==> src/rtl/rv32_writeback_unit.sv <==
`default_nettype none
// +---------------------------------------------------------------------------+
// | rv32_writeback_unit: RV32I writeback stage driving the register-file      |
// | write port; formats load data, counts retired instructions.  Rev 1.0      |
// +---------------------------------------------------------------------------+
module rv32_writeback_unit #(
  parameter int TIMEOUT = 16,
  parameter int CNT_W   = 32
) (
  input  logic             clk,
  input  logic             reset,
  input  logic             in_valid,
  output logic             in_ready,
  input  logic [4:0]       in_rd,
  input  logic             in_reg_write,
  input  logic [1:0]       in_wb_sel,
  input  logic [31:0]      in_alu_result,
  input  logic [31:0]      in_pc_plus4,
  input  logic [2:0]       in_funct3,
  input  logic             mem_rvalid,
  input  logic [31:0]      mem_rdata,
  output logic             rf_we,
  output logic [4:0]       rf_a3,
  output logic [31:0]      rf_wd,
  output logic             load_err,
  output logic [1:0]       err_code,
  output logic [CNT_W-1:0] instret
);

  localparam int              WC_W          = (TIMEOUT > 1) ? $clog2(TIMEOUT) : 1;
  localparam logic [WC_W-1:0] C_WAIT_LAST   = WC_W'(TIMEOUT - 1);
  localparam logic [1:0]      C_SEL_LOAD    = 2'b01;
  localparam logic [1:0]      C_SEL_PC4     = 2'b10;
  localparam logic [1:0]      C_ERR_ALIGN   = 2'b01;
  localparam logic [1:0]      C_ERR_FUNCT3  = 2'b10;
  localparam logic [1:0]      C_ERR_TIMEOUT = 2'b11;
  localparam logic [2:0]      C_F3_LB       = 3'b000;
  localparam logic [2:0]      C_F3_LH       = 3'b001;
  localparam logic [2:0]      C_F3_LW       = 3'b010;
  localparam logic [2:0]      C_F3_LBU      = 3'b100;
  localparam logic [2:0]      C_F3_LHU      = 3'b101;

  typedef enum logic [0:0] {
    S_IDLE      = 1'b0,
    S_WAIT_LOAD = 1'b1
  } state_t;

  state_t            r_state;
  logic [WC_W-1:0]   r_wait_cnt;
  logic [4:0]        r_ld_rd;
  logic              r_ld_we;
  logic [2:0]        r_ld_funct3;
  logic [1:0]        r_ld_off;

  state_t            w_state_n;
  logic [WC_W-1:0]   w_wait_cnt_n;
  logic [4:0]        w_ld_rd_n;
  logic              w_ld_we_n;
  logic [2:0]        w_ld_funct3_n;
  logic [1:0]        w_ld_off_n;
  logic              w_rf_we_n;
  logic [4:0]        w_rf_a3_n;
  logic [31:0]       w_rf_wd_n;
  logic              w_load_err_n;
  logic [1:0]        w_err_code_n;
  logic [CNT_W-1:0]  w_instret_n;

  logic              w_accept;
  logic              w_illegal;
  logic              w_misalign;
  logic [7:0]        w_byte;
  logic [15:0]       w_half;
  logic [31:0]       w_load_data;

  assign in_ready = (r_state == S_IDLE) && !reset;
  assign w_accept = in_valid && in_ready;

  assign w_illegal  = (in_funct3 == 3'b011) || (in_funct3 == 3'b110) || (in_funct3 == 3'b111);
  assign w_misalign = (((in_funct3 == C_F3_LH) || (in_funct3 == C_F3_LHU)) && in_alu_result[0]) ||
                      ((in_funct3 == C_F3_LW) && (in_alu_result[1:0] != 2'b00));

  // Lane selection from the latched byte offset of the pending load.
  always_comb begin
    w_byte = mem_rdata[7:0];
    case (r_ld_off)
      2'd0:    w_byte = mem_rdata[7:0];
      2'd1:    w_byte = mem_rdata[15:8];
      2'd2:    w_byte = mem_rdata[23:16];
      default: w_byte = mem_rdata[31:24];
    endcase
    w_half = r_ld_off[1] ? mem_rdata[31:16] : mem_rdata[15:0];
    case (r_ld_funct3)
      C_F3_LB:  w_load_data = {{24{w_byte[7]}}, w_byte};
      C_F3_LBU: w_load_data = {24'd0, w_byte};
      C_F3_LH:  w_load_data = {{16{w_half[15]}}, w_half};
      C_F3_LHU: w_load_data = {16'd0, w_half};
      default:  w_load_data = mem_rdata;
    endcase
  end

  always_comb begin
    w_state_n     = r_state;
    w_wait_cnt_n  = r_wait_cnt;
    w_ld_rd_n     = r_ld_rd;
    w_ld_we_n     = r_ld_we;
    w_ld_funct3_n = r_ld_funct3;
    w_ld_off_n    = r_ld_off;
    w_rf_we_n     = 1'b0;
    w_rf_a3_n     = rf_a3;
    w_rf_wd_n     = rf_wd;
    w_load_err_n  = 1'b0;
    w_err_code_n  = 2'b00;
    w_instret_n   = instret;

    case (r_state)
      S_IDLE: begin
        if (w_accept) begin
          if (in_wb_sel == C_SEL_LOAD) begin
            if (w_illegal) begin
              w_load_err_n = 1'b1;
              w_err_code_n = C_ERR_FUNCT3;
            end else if (w_misalign) begin
              w_load_err_n = 1'b1;
              w_err_code_n = C_ERR_ALIGN;
            end else begin
              w_state_n     = S_WAIT_LOAD;
              w_wait_cnt_n  = '0;
              w_ld_rd_n     = in_rd;
              w_ld_we_n     = in_reg_write;
              w_ld_funct3_n = in_funct3;
              w_ld_off_n    = in_alu_result[1:0];
            end
          end else begin
            // Writes to x0 or with reg_write low still retire.
            w_instret_n = instret + CNT_W'(1);
            if (in_reg_write && (in_rd != 5'd0)) begin
              w_rf_we_n = 1'b1;
              w_rf_a3_n = in_rd;
              w_rf_wd_n = (in_wb_sel == C_SEL_PC4) ? in_pc_plus4 : in_alu_result;
            end
          end
        end
      end

      S_WAIT_LOAD: begin
        if (mem_rvalid) begin
          w_state_n   = S_IDLE;
          w_instret_n = instret + CNT_W'(1);
          if (r_ld_we && (r_ld_rd != 5'd0)) begin
            w_rf_we_n = 1'b1;
            w_rf_a3_n = r_ld_rd;
            w_rf_wd_n = w_load_data;
          end
        end else if (r_wait_cnt == C_WAIT_LAST) begin
          w_state_n    = S_IDLE;
          w_load_err_n = 1'b1;
          w_err_code_n = C_ERR_TIMEOUT;
        end else begin
          w_wait_cnt_n = r_wait_cnt + WC_W'(1);
        end
      end

      default: w_state_n = S_IDLE;
    endcase
  end

  always_ff @(posedge clk) begin
    if (reset) begin
      r_state     <= S_IDLE;
      r_wait_cnt  <= '0;
      r_ld_rd     <= 5'd0;
      r_ld_we     <= 1'b0;
      r_ld_funct3 <= 3'd0;
      r_ld_off    <= 2'd0;
      rf_we       <= 1'b0;
      rf_a3       <= 5'd0;
      rf_wd       <= 32'd0;
      load_err    <= 1'b0;
      err_code    <= 2'b00;
      instret     <= '0;
    end else begin
      r_state     <= w_state_n;
      r_wait_cnt  <= w_wait_cnt_n;
      r_ld_rd     <= w_ld_rd_n;
      r_ld_we     <= w_ld_we_n;
      r_ld_funct3 <= w_ld_funct3_n;
      r_ld_off    <= w_ld_off_n;
      rf_we       <= w_rf_we_n;
      rf_a3       <= w_rf_a3_n;
      rf_wd       <= w_rf_wd_n;
      load_err    <= w_load_err_n;
      err_code    <= w_err_code_n;
      instret     <= w_instret_n;
    end
  end

endmodule
`default_nettype wire
==> config.mk <==
export PLATFORM = sky130hd
export DESIGN_NAME = rv32_writeback_unit
export DESIGN_NICKNAME = d
export VERILOG_FILES = /design/src/rtl/rv32_writeback_unit.sv
export SDC_FILE = /design/constraint.sdc
export NUM_CORES = 1
export LEC_CHECK = 0
export ABC_AREA = 1
export CAP_MARGIN = 20
export CORE_ASPECT_RATIO = 0.5
export CORE_MARGIN = 8
export CORE_UTILIZATION = 43
export CTS_BUF_LIST = sky130_fd_sc_hd__clkbuf_8
export CTS_CLUSTER_DIAMETER = 60
export DETAILED_ROUTE_END_ITERATION = 7
export PLACE_DENSITY = 0.87
export SYNTH_ARGS = -nofsm -noshare
export SYNTH_HDL_FRONTEND = slang
export SYNTH_SLANG_ARGS = --single-unit
==> constraint.sdc <==
create_clock -name clk -period 1.6 [get_ports clk]
set_clock_uncertainty 0.05 [all_clocks]
set_input_delay 0.32 -clock clk [delete_from_list [all_inputs] [get_ports clk]]
set_output_delay 0.32 -clock clk [all_outputs]
set_load 0.02 [all_outputs]
==> flow_summary.json, run 1 <==
{
  "finalPower_w": 0.00482,
  "yosysSeqAreaShare_pct": 32.4,
  "clock_latency_ns": 0.37,
  "synth-seq-cells": 89,
  "clockBufferDepth": 2,
  "gp_congestion": 0.924,
  "period_share_pct": 97.6,
  "p_leak_nw": 3.54,
  "grt-ovfl-total": 0,
  "tightest_slew_ns": 0.365,
  "synthFlopType": "dfxtp_1",
  "critPathMaxStageDelay_ns": 0.40,
  "drive_gt1_share_pct": 13.4,
  "yosysWarnings": 0,
  "cp_num_buf_inv": 4,
  "cp.required_ns": 1.81,
  "final_cells": 1279,
  "power_density_nw_per_um2": 601,
  "layout_common_cells": "nand2_1 (266), nor2_1 (108), clkdlybuf4s50_1 (107), a21oi_1 (87), nand3_1 (72)",
  "num_rows": 29,
  "setup_ws_ns": 0.0390,
  "crit_type": "in -> reg",
  "endpoint_kind": "register",
  "post-place-cells": 1264,
  "vias": 6759,
  "io_pins": 185,
  "vdd_drop_max_mv": 0.398,
  "initial_core_util_pct": 43.7,
  "grt_pass1_wl_mm": 31.1,
  "diodes": 0,
  "first_global_vias": 6539,
  "fp.coreArea_um2": 12600,
  "synth_cell_type_count": 38,
  "syn_area_per_cell_um2": 6.14,
  "synth_area_um2": 5500,
  "period_needed_ns": 1.56,
  "hold_viol_final": 0,
  "slew_headroom_pct": 75.7,
  "via_per_inst": 5.28,
  "postSynth.asyncResetShare_pct": 0,
  "dp_hpwl_mm": 15.2,
  "multi_input_area_um2": 3250,
  "grt_use_total_pct": 22.4,
  "first_pass_iters": 5,
  "crit_path_frequent_cell": "nand2_1",
  "ctsHtreeMaxLevel": 3,
  "maxSlewViolCount": 0,
  "layout_commonest_cell": "nand2_1",
  "die_y_um": 96.0,
  "nets": 1219,
  "worstPathCellList": "clkdlybuf4s50_1, inv_1, nand2_1, buf_4, nor2_4, nand3_2, buf_12, nand2_2, nand3_1, nand2_1, nor2_1",
  "cts.clk_slew.worst_paths_ns": 0.08,
  "crit_arrival_ns": 1.77,
  "postCtsHoldBufs": 0,
  "grt_max_degree": 40,
  "status": "complete, no violations",
  "synth_edf_count": 0,
  "dpl_cell_area_um2": 7820,
  "nFillCells": 1132,
  "crit_family": "buffers and inverters",
  "cts_tree": "built",
  "grt_setup_unrepaired": "true",
  "antenna_found_initial": 0,
  "ant_nets": 0,
  "areaGrowthSynthToFinish_pct": 46.0,
  "fp.dieArea_um2": 16900,
  "crit_slowest_cell": "clkdlybuf4s50_1",
  "drt_iter0_drc": 597,
  "drt_wl_total_mm": 19.6,
  "synthCells": 895,
  "drc": 0,
  "cts_buffers": 9,
  "seqCellArea_um2": 1810,
  "final_cell_area_um2": 8030,
  "fmax_mhz": 641,
  "clock-sinks": 89,
  "hold_class": "in -> reg",
  "wl_per_cell_um": 15.3,
  "setup_violations": 0,
  "place_ws_ns": -0.430,
  "cts-root-buf": "clkbuf_8",
  "syn-num-nets": 1008,
  "die_w_um": 176,
  "port_buffers": 184,
  "crit_path_start_kind": "input pin",
  "max_cap_viol_count": 0,
  "critPathMaxFanout": 27
}
where the power goes:
part | leakage (nW) | switching, W | internal [W] | total (W)
Clock | 0.0954 | 0.000811 | 0.000740 | 0.00155
Combinational | 2.72 | 0.000486 | 0.000487 | 0.000974
Sequential | 0.732 | 0.0000339 | 0.00227 | 0.00230
Total | 3.54 | 0.00133 | 0.00349 | 0.00482
cells in the mapped netlist (2+ instances only):
| cell | n | area share (%) |
|---|---|---|
| nand2_1 | 270 | 18 |
| nor2_1 | 117 | 8.0 |
| dfxtp_1 | 89 | 32 |
| a21oi_1 | 87 | 7.9 |
| nand3_1 | 72 | 6.6 |
| inv_1 | 58 | 4.0 |
| o21ai_0 | 51 | 4.6 |
| o21ai_1 | 32 | 2.9 |
| clkbuf_1 | 22 | 1.5 |
| a21oi_2 | 11 | 1.8 |
| buf_4 | 8 | 1.1 |
| buf_6 | 8 | 1.6 |
| clkinv_1 | 7 | 0.48 |
| buf_2 | 6 | 0.55 |
| nand4_1 | 6 | 0.68 |
| o21bai_1 | 5 | 0.68 |
| nand2_2 | 4 | 0.45 |
| nor3_1 | 4 | 0.36 |
| o211ai_1 | 4 | 0.55 |
| inv_2 | 3 | 0.20 |
| nand2_4 | 3 | 0.61 |
| nor2_2 | 3 | 0.34 |
| nor2_4 | 3 | 0.61 |
| xor2_1 | 3 | 0.48 |
| a211oi_2 | 2 | 0.45 |
| a21o_1 | 2 | 0.27 |
| and3_1 | 2 | 0.23 |
| ha_1 | 2 | 0.45 |
| nand3_2 | 2 | 0.36 |
through the flow:
step                      utilization [%]  TNS, ns  hold slack, ns
after floorplan                         -        0           0.374
after global placement               62.1   -24.53           0.384
after detailed placement             62.1   -29.34           0.392
after CTS                            62.9        0           0.405
after global routing                 63.8   -0.356           0.387
final                                63.8        0           0.367
tightest hold or removal path, stage by stage:
cell and delay, ns:
dlymetal6s2s_1 0.19, nor2_1 0.18, a211oi_2 0.05
layout make-up:
| type | count | share of cell area, % |
|---|---|---|
| repair buffers | 246 | 28.6 |
| inverters | 69 | 3.33 |
| well taps | 170 | 2.65 |
| clock inverters | 4 | 0.577 |
| flip-flops and latches | 89 | 22.6 |
| multi-input cells | 691 | 40.5 |
| clock buffers | 10 | 1.71 |
sequential cells by signal, summed over array words and instances (netlist names):
register	cells
instret	32
rf_wd	32
r_ld_rd	5
rf_a3	5
r_wait_cnt	4
r_ld_funct3	3
err_code	2
r_ld_off	2
load_err	1
r_ld_we	1
r_state	1
rf_we	1
routing by layer:
metal	global-route usage, %	wire (um)
met1	25.1	7940
met5	0	0
met4	9.81	615
met3	7.64	1740
met2	38.9	9290
kinds of logic after synthesis:
kind of cell / after synthesis / share of synthesized area, %
flops: 89 / 32.4
simple gates: 488 / 37.2
xor+xnor: 4 / 0.637
fa+ha+maj: 2 / 0.455
compound gates: 197 / 19.6
buf+inv: 115 / 9.74
final timing paths:
kind	startpoint	slack (ns)	endpoint	depth (start not counted)
worst min register to register	r_ld_we	0.41	r_ld_we	2
worst max-delay path	in_wb_sel[1]	0.04	r_wait_cnt[3]	11
worst max register to register	r_ld_funct3[1]	0.11	rf_wd[28]	7
worst min-delay path	in_alu_result[0]	0.37	r_ld_off[0]	3
timing repair:
action                                  4_1_cts  5_1_grt
endpoints found under the setup margin      110       69
pin swaps                                     0        2
buffers inserted                              0        1
resized for setup                            80       48
Note: power is estimated with default switching activity, not from simulation.
==> inputs of run 2 (changes only) <==
--- a/config.mk
+++ b/config.mk
@@ -8,12 +8,12 @@
 export ABC_AREA = 1
 export CAP_MARGIN = 20
 export CORE_ASPECT_RATIO = 0.5
-export CORE_MARGIN = 8
 export CORE_UTILIZATION = 43
 export CTS_BUF_LIST = sky130_fd_sc_hd__clkbuf_8
 export CTS_CLUSTER_DIAMETER = 60
 export DETAILED_ROUTE_END_ITERATION = 7
 export PLACE_DENSITY = 0.87
+export SKIP_CTS_REPAIR_TIMING = 1
 export SYNTH_ARGS = -nofsm -noshare
 export SYNTH_HDL_FRONTEND = slang
 export SYNTH_SLANG_ARGS = --single-unit
==> constraint.sdc (replaced) <==
create_clock -name clk -period 1.3 [get_ports clk]
set_clock_uncertainty 0.05 [all_clocks]
set_input_delay 0.26 -clock clk [delete_from_list [all_inputs] [get_ports clk]]
set_output_delay 0.26 -clock clk [all_outputs]
set_load 0.02 [all_outputs]
==> run 2 against run 1 <==
  * The run now ends with negative setup slack left
  * Wire length up 15%
  * Clock power is 33% higher
  * Cell area grew 14%
  * Largest cell class unchanged
  * Largest power group unchanged
==> flow_summary.json, run 2 (synthesis gave the netlist of run 1 again) <==
{
  "grt-ovfl-total": 0,
  "first_global_vias": 6423,
  "power_density_nw_per_um2": 691,
  "crit_arrival_ns": 1.85,
  "final_core_util_pct": 75.8,
  "r2r_setup_slack_ns": -0.29,
  "worstPathCellList": "buf_6, nor2_8, nand2_4, nor2_4, nand3_4, nand2_8, clkbuf_16, o21ai_2, nor2_1",
  "violations": "negative setup slack",
  "diodes": 0,
  "maxSlewViolCount": 0,
  "via_per_inst": 5.52,
  "dpl_cell_area_um2": 8230,
  "port_buffers": 184,
  "dp_hpwl_mm": 14.2,
  "rr_startpoint": "r_state",
  "max_cap_viol_count": 0,
  "grt_pass1_wl_mm": 29.4,
  "vias": 7385,
  "num_rows": 28,
  "finalPower_w": 0.00635,
  "largestRegisters": "instret (32), rf_wd (32)",
  "crit_path_start_kind": "register",
  "nFillCells": 825,
  "layout_commonest_cell": "nand2_1",
  "period_needed_ns": 1.59,
  "seqCellArea_um2": 1870,
  "fmax_mhz": 628,
  "reg2reg_to": "rf_a3[4]",
  "cp.required_ns": 1.56,
  "status": "complete, but fails checks",
  "drt_wl_total_mm": 22.4,
  "holdWs_ns": 0.236,
  "hold_start": "in_rd[4]",
  "clockBufferDepth": 2,
  "clock-sinks": 89,
  "io_pins": 185,
  "drive_gt1_share_pct": 34.6,
  "period_share_pct": 123,
  "slew_headroom_pct": 67.7,
  "layout_common_cells": "nand2_1 (250), clkdlybuf4s50_1 (104), buf_4 (100), nor2_1 (89), a21oi_1 (77)",
  "wl_per_cell_um": 16.8,
  "nets": 1281,
  "hold_class": "in -> reg",
  "clock_latency_ns": 0.38,
  "holdPathStages": 3,
  "critPathMaxStageDelay_ns": 0.37,
  "final.setup.tns_ns": -18.89,
  "initial_core_util_pct": 45.4,
  "endpoint_kind": "register",
  "setup_ws_ns": -0.293,
  "tightest_slew_ns": 0.485,
  "fp.coreArea_um2": 12100,
  "antenna_found_initial": 0,
  "crit_slowest_cell": "dfxtp_4",
  "die_y_um": 82.0,
  "vdd_drop_max_mv": 0.512,
  "grt_use_total_pct": 27.8,
  "setup_violations": 89,
  "cts.clk_slew.worst_paths_ns": 0.09,
  "cts-root-buf": "clkbuf_8",
  "multi_input_area_um2": 3840,
  "grt_setup_unrepaired": "true",
  "cp_num_buf_inv": 2,
  "p_leak_nw": 3.95,
  "cts_tree": "built",
  "drt_iter0_drc": 687,
  "die_w_um": 162,
  "crit_type": "reg -> reg",
  "ant_nets": 0,
  "reg2reg_depth": 9,
  "fp.dieArea_um2": 13300,
  "drc": 0,
  "critPathMaxFanout": 8,
  "gp_congestion": 0.941,
  "final_cell_area_um2": 9190,
  "ctsHtreeMaxLevel": 3,
  "grt_max_degree": 34,
  "crit_family": "simple AND/OR/NAND/NOR gates",
  "areaGrowthSynthToFinish_pct": 67.1,
  "hold_end": "r_ld_rd[4]",
  "first_pass_iters": 5,
  "cts_buffers": 9,
  "hold_viol_final": 0
}
==> run 2: routing by layer <==
metal  routed length (um)  track usage, %  part of all wire (%)  vias to the layer above
li1                     -               -                     -                     3461
met1                 8600            32.1                    38                     3391
met4                  921            8.40                   4.1                        0
met2                11000            51.4                    49                      425
met5                    0               0                     0                        -
met3                 1960            6.82                   8.7                      108
==> run 2: worst min-delay path, cell delays in order <==
cell and delay (ns):
dlymetal6s2s_1 0.17, o21ai_4 0.09, a21oi_2 0.11
==> run 2: layout make-up <==
type	instances	area share (%)
clock buffer	12	1.80
clock inverter	4	0.463
inverter	69	3.15
multi-input combinational	692	41.8
sequential	89	20.4
tap	165	2.25
timing repair buffer	306	30.1
timing repair inverter	1	0.0545
==> run 2: power breakdown <==
group / internal, W / switching [W] / leakage [nW]
combinational: 0.000722 / 0.000746 / 3.09
clock: 0.00103 / 0.00102 / 0.115
sequential: 0.00276 / 0.0000668 / 0.745
total: 0.00452 / 0.00184 / 3.95
==> run 2: per-stage QoR <==
stage / setup slack, ns / instances
2_1_floorplan: -0.110 / 895
3_3_place_gp: -0.553 / 1300
3_5_place_dp: -0.647 / 1300
4_1_cts: -0.623 / 1316
5_1_grt: -0.355 / 1338
6_report: -0.293 / 1338
==> run 2: worst max path at each step <==
stage	from	endpoint	slack [ns]	cells past startpoint
final	r_state	rf_a3[4]	-0.29	9
after global routing	r_state	instret[23]	-0.36	9
after CTS	r_state	in_ready	-0.62	3
after detailed placement	in_wb_sel[1]	instret[19]	-0.65	10
after global placement	reset	rf_wd[6]	-0.55	10
after floorplan	r_state	rf_wd[13]	-0.11	10
